## src/rtl/map_pkg.sv

```systemverilog
// Shared mapper definitions: save-state bus and MMC3 IRQ register decode values.
package map_pkg;

    typedef struct packed {
        logic       act;
        logic       we_reg;
        logic [7:0] addr;
        logic [7:0] dato;
    } SSTBus;

    // reg_addr is {A15, A14, A13, A0}
    localparam logic [3:0] MMC3_REG_IRQ_LATCH  = 4'hC;
    localparam logic [3:0] MMC3_REG_IRQ_RELOAD = 4'hD;
    localparam logic [3:0] MMC3_REG_IRQ_DIS    = 4'hE;
    localparam logic [3:0] MMC3_REG_IRQ_EN     = 4'hF;

endpackage

```

## src/rtl/mmc3_a12_filter.sv

```systemverilog
// PPU A12 rise filter: a rise only clocks the counter after A12 has been low
// for A12_LOW_M2 falling edges of M2.
module mmc3_a12_filter #(
    parameter int A12_LOW_M2 = 3
) (
    input  logic       clk,
    input  logic       rst,
    input  logic       cpu_m2,
    input  logic       ppu_a12,
    input  logic       freeze,
    input  logic       ld_en,
    input  logic [1:0] ld_val,
    output logic       a12_clk,
    output logic [1:0] low_cnt
);

    localparam logic [1:0] LOW_MAX = 2'(A12_LOW_M2);

    logic       m2_d_q, m2_d_d;
    logic       a12_d_q, a12_d_d;
    logic [1:0] low_cnt_q, low_cnt_d;

    always_comb begin
        m2_d_d    = cpu_m2;
        a12_d_d   = ppu_a12;
        low_cnt_d = low_cnt_q;
        a12_clk   = 1'b0;
        // Edge history keeps tracking while frozen so release does not fake an edge.
        if (ld_en) begin
            low_cnt_d = ld_val;
        end else if (!freeze) begin
            if (ppu_a12) begin
                low_cnt_d = '0;
            end else if (m2_d_q && !cpu_m2 && (low_cnt_q < LOW_MAX)) begin
                low_cnt_d = low_cnt_q + 2'd1;
            end
            a12_clk = !rst && !a12_d_q && ppu_a12 && (low_cnt_q == LOW_MAX);
        end
    end

    always_ff @(posedge clk) begin
        if (rst) begin
            m2_d_q    <= 1'b0;
            a12_d_q   <= 1'b0;
            low_cnt_q <= '0;
        end else begin
            m2_d_q    <= m2_d_d;
            a12_d_q   <= a12_d_d;
            low_cnt_q <= low_cnt_d;
        end
    end

    assign low_cnt = low_cnt_q;

endmodule

```

## src/rtl/mmc3_scanline_irq.sv

```systemverilog
// MMC3 scanline IRQ: reload/decrement counter clocked by filtered A12 rises,
// $C000-$E001 register handling and save-state access.
module mmc3_scanline_irq
    import map_pkg::*;
#(
    parameter int A12_LOW_M2 = 3,
    parameter int SST_BASE   = 16
) (
    input  logic       clk,
    input  logic       rst,
    input  logic       decode_en,
    input  logic       cpu_m2,
    input  logic [7:0] cpu_data,
    input  logic [3:0] reg_addr,
    input  logic       ppu_a12,
    input  logic       mmc3a,
    input  SSTBus      sst,
    output logic       irq,
    output logic       a12_clk,
    output logic [7:0] sst_di
);

    localparam logic [7:0] SST_LATCH = 8'(SST_BASE);
    localparam logic [7:0] SST_CNT   = 8'(SST_BASE + 1);
    localparam logic [7:0] SST_FLAGS = 8'(SST_BASE + 2);
    localparam logic [7:0] SST_LOW   = 8'(SST_BASE + 3);

    logic [7:0] latch_q, latch_d;
    logic [7:0] counter_q, counter_d;
    logic       reload_q, reload_d;
    logic       irq_en_q, irq_en_d;
    logic       irq_q, irq_d;
    logic [7:0] cnt_next;
    logic       irq_set;
    logic       wr_en;
    logic       sst_wr;
    logic [1:0] low_cnt;

    assign wr_en  = decode_en && !sst.act;
    assign sst_wr = sst.act && sst.we_reg;

    mmc3_a12_filter #(
        .A12_LOW_M2(A12_LOW_M2)
    ) u_filter (
        .clk     (clk),
        .rst     (rst),
        .cpu_m2  (cpu_m2),
        .ppu_a12 (ppu_a12),
        .freeze  (sst.act),
        .ld_en   (sst_wr && (sst.addr == SST_LOW)),
        .ld_val  (sst.dato[1:0]),
        .a12_clk (a12_clk),
        .low_cnt (low_cnt)
    );

    always_comb begin
        cnt_next = ((counter_q == 8'd0) || reload_q) ? latch_q : counter_q - 8'd1;
        // MMC3A only fires when the zero was reached by counting or a forced reload.
        irq_set  = (cnt_next == 8'd0) && irq_en_q &&
                   (!mmc3a || (counter_q != 8'd0) || reload_q);
    end

    always_comb begin
        latch_d   = latch_q;
        counter_d = counter_q;
        reload_d  = reload_q;
        irq_en_d  = irq_en_q;
        irq_d     = irq_q;
        if (a12_clk) begin
            counter_d = cnt_next;
            reload_d  = 1'b0;
            if (irq_set) irq_d = 1'b1;
        end
        // Register writes come after the step so they win same-clk collisions.
        if (wr_en) begin
            case (reg_addr)
                MMC3_REG_IRQ_LATCH:  latch_d = cpu_data;
                MMC3_REG_IRQ_RELOAD: reload_d = 1'b1;
                MMC3_REG_IRQ_DIS: begin
                    irq_en_d = 1'b0;
                    irq_d    = 1'b0;
                end
                MMC3_REG_IRQ_EN:     irq_en_d = 1'b1;
                default: ;
            endcase
        end
        if (sst_wr) begin
            case (sst.addr)
                SST_LATCH: latch_d = sst.dato;
                SST_CNT:   counter_d = sst.dato;
                SST_FLAGS: begin
                    reload_d = sst.dato[2];
                    irq_en_d = sst.dato[1];
                    irq_d    = sst.dato[0];
                end
                default: ;
            endcase
        end
    end

    always_ff @(posedge clk) begin
        if (rst) begin
            latch_q   <= '0;
            counter_q <= '0;
            reload_q  <= 1'b0;
            irq_en_q  <= 1'b0;
            irq_q     <= 1'b0;
        end else begin
            latch_q   <= latch_d;
            counter_q <= counter_d;
            reload_q  <= reload_d;
            irq_en_q  <= irq_en_d;
            irq_q     <= irq_d;
        end
    end

    always_comb begin
        case (sst.addr)
            SST_LATCH: sst_di = latch_q;
            SST_CNT:   sst_di = counter_q;
            SST_FLAGS: sst_di = {5'b0, reload_q, irq_en_q, irq_q};
            SST_LOW:   sst_di = {6'b0, low_cnt};
            default:   sst_di = 8'hFF;
        endcase
    end

    assign irq = irq_q;

endmodule

```

## config.mk

```make
export PLATFORM = sky130hd
export DESIGN_NAME = mmc3_scanline_irq
export DESIGN_NICKNAME = d
export VERILOG_FILES = /design/src/rtl/map_pkg.sv /design/src/rtl/mmc3_a12_filter.sv /design/src/rtl/mmc3_scanline_irq.sv
export SDC_FILE = /design/constraint.sdc
export NUM_CORES = 1
export LEC_CHECK = 0
export ABC_AREA = 1
export CAP_MARGIN = 20
export CELL_PAD_IN_SITES_DETAIL_PLACEMENT = 0
export CELL_PAD_IN_SITES_GLOBAL_PLACEMENT = 1
export CORE_MARGIN = 2
export CORE_UTILIZATION = 30
export DETAILED_ROUTE_END_ITERATION = 6
export PLACE_DENSITY = 0.84
export SYNTH_ARGS = -nofsm -noshare
export SYNTH_HDL_FRONTEND = slang
export SYNTH_SLANG_ARGS = --single-unit
```

## constraint.sdc

```tcl
create_clock -name clk -period 1.6 [get_ports clk]
set_clock_uncertainty 0.15 [all_clocks]
set_input_delay 0.32 -clock clk [delete_from_list [all_inputs] [get_ports clk]]
set_output_delay 0.32 -clock clk [all_outputs]
set_load 0.01 [all_outputs]
```

==> run metrics <==
grt ovf=0; clock power share=30.2%; Post-synth EDFFs=0; routed vias/inst=4.95; total power=1240 uW; number of fillers in the final layout=512; setup ws final=-0.355 ns; H-tree depth=1; Sw Ratio=26.6%; TNS Setup=-3.47 ns; Yosys reg bits=23; crit-path cells=buf_6 > or2_4 > buf_6 > nor4_4 > buf_4 > a221oi_2 > nand2_1 > buf_2; worst min-delay path class=in2reg; Synth Flop Type=dfxtp_1; Reg2Reg Capture Point=irq; Slew headroom=81.5%; clock-pin slew on the worst setup and hold paths=0.08 ns; initial DRC count=84; Synth async-reset ratio=0%; worst setup path start=sst[11]; drt wl/cell=14.3 um; Max clock buf depth=2; post-synthesis cell count=258; Routed WL=6390 um; worst-skew pair later-pin latency=0.27 ns; HPWL Detailed=4370 um; Final setup viols=21; die width=79.0 um; via count=2211; biggest area consumer among synthesized cells=dfxtp_1; final count of pins violating max slew=0; Unique masters post-synth=34; Logic pwr share=22.4%; sequential share of power=47.4%; Fin. Hold Viols=0; Layout Utilization=57.9%; first-pass GRT wire length=9640 um; r2r startpoint=counter_q[1]; failing checks=setup timing; Core Area=5470 sq um; P per Cell Area=390 nW/um^2; Final Non-Filler Cells=447; Initial Util=30.8%; CP arrival=1.49 ns; placed cells=424; Switching Power=329 uW; clk sink count=23; R2R depth=15; crit path to=sst_di[1]; crit path capture type=primary output; clk root buf=clkbuf_8; Area contributors post-synth=dfxtp_1, nand2_1, inv_1; warning count from the yosys run=0; standard-cell rows=27; GPL Wtd Cong=0.869; CTS tree=built; CP Launch Type=input port; Slew @ Worst Pin=0.276 ns; Pre-antenna DRT Iters=4; slowest CP cell=or2_4; fin nets=415; clock period minus worst slack=1.96 ns; Worst path max stage delay=0.27 ns; largest net degree at the start of global routing=19; leakage power=0.00141 uW; Max VDD drop=0.000237 V; fin crit share=122%; CP max FO=3; max-cap viol count=0; f_max=0.511 GHz; Most common cell on crit path=buf_6; status=complete, but fails checks; Synthesized Nets=297; Antenna Cells=0; Total GRT Usage=19.5%; CP Class=in2out; CP Data Required Time=1.13 ns; vias in the first global route=1986; ANT nets after route=0; input/output buffers=45; Area growth syn-to-layout=88.1%; die area=6230 sq um; final hold slack=0.343 ns; layout cells sized above 1=50.1%; CTS Buf Count=3; # DRC=0; Ports=46; R2R Setup Slk=-0.26 ns; Cell Area, Synth=1690 sq um; RSZ-0062 raised after global routing=yes; Power Internal=907 uW; Hold Buf Count CTS=0; Die H=79.0 um; proportion of netlist area held by the largest area contributor=27.3%; antenna violations before repair=0; sequential area share after synthesis=27.3%; Avg Cell Area, Syn=6.53 sq um
-- per-stage QoR --
stage / worst slack, ns / cell area, sq um
2_1_floorplan: -0.0170 / 1690
6_report: -0.355 / 3170
3_5_place_dp: -1.10 / 2620
3_3_place_gp: -1.02 / 2620
5_1_grt: -0.413 / 3170
4_1_cts: -0.319 / 2860
-- state kept, by name (all words and copies together), names as in the netlist --
name	flops
u_filter.low_cnt	2
reload_q	1
latch_q	8
irq_en_q	1
counter_q	8
irq	1
u_filter.m2_d_q	1
u_filter.a12_d_q	1
-- cell usage in the layout, fill, tap and decap left out, types with 9 or more instances in the layout --
master / n
a21oi_1: 9
a31oi_1: 10
buf_2: 12
buf_4: 53
buf_6: 20
clkdlybuf4s50_1: 24
dfxtp_1: 16
inv_1: 28
nand2_1: 39
nand2_2: 22
nand3_2: 9
nor2_4: 11
o21ai_0: 9
o21ai_1: 15
-- kinds of logic (layout without fill, tap and decap cells) --
logic type / count (synthesis) / in the layout / synth area share [%]
muxes: 4 / 4 / 2.38
AOI/OAI and AO/OA: 65 / 65 / 22.6
and+or+nand+nor: 116 / 117 / 33.9
xor gates and xnor gates: 1 / 1 / 0.520
DFF: 23 / 23 / 27.3
buffers and inverters: 46 / 162 / 11.0
adders and majority gates: 3 / 3 / 2.23
-- repair_timing --
item / 4_1_cts / 5_1_grt
pin swaps: 23 / 39
cloned: 1 / 1
setup endpoints to repair: 31 / 26
setup buffers: 8 / 13
gates resized for setup: 116 / 83
-- worst min path at each step --
stage / endpoint / cells past startpoint / start
after floorplan: irq / 1 / rst
after global placement: counter_q[1] / 2 / counter_q[1]
after detailed placement: counter_q[1] / 2 / counter_q[1]
after CTS: irq / 3 / rst
after global routing: counter_q[3] / 3 / rst
final: irq / 3 / rst
-- cell type report --
cell class / count / area, sq um / area share (%)
Clock buffer: 4 / 45.0 / 1.42
Inverter: 41 / 180 / 5.68
Multi-Input combinational cell: 190 / 1380 / 43.4
Sequential cell: 23 / 472 / 14.9
Tap cell: 72 / 90.1 / 2.84
Timing Repair Buffer: 116 / 1000 / 31.6
Timing Repair inverter: 1 / 6.26 / 0.197
-- cell usage after synthesis, drive strengths merged (2+ instances only) --
| cell type | instances |
|---|---|
| nand3 | 18 |
| o22ai | 3 |
| clkbuf | 2 |
| o211ai | 4 |
| mux2i | 4 |
| ha | 3 |
| a21oi | 12 |
| nand2 | 68 |
| inv | 41 |
| nor4 | 2 |
| nor2 | 25 |
| dfxtp | 23 |
| o21ai | 29 |
| buf | 3 |
| nand4 | 2 |
| o221ai | 2 |
| a31oi | 11 |
-- layer usage --
metal / share of wire [%] / vias up / track usage [%] / wire (um)
li1: - / 1103 / - / -
met1: 44 / 1020 / 26.3 / 2840
met2: 49 / 74 / 33.2 / 3100
met3: 4.5 / 14 / 2.05 / 289
met4: 2.4 / 0 / 5.17 / 155
met5: 0 / - / 0 / 0
-- power by group through the flow --
stage | logic, uW | clock network, uW | registers (uW)
2_1_floorplan | 75.0 | 0 | 600
3_3_place_gp | 228 | 0 | 600
3_5_place_dp | 230 | 0 | 600
4_1_cts | 245 | 374 | 588
5_1_grt | 297 | 394 | 588
6_report | 277 | 373 | 586
-- critical path: cells and delay by family --
family | cells | cell delay (ns)
AOI/OAI and AO/OA | 1 | 0.05
and+or+nand+nor | 3 | 0.60
buffers and inverters | 4 | 0.52
(Power assumes the default switching activity.)
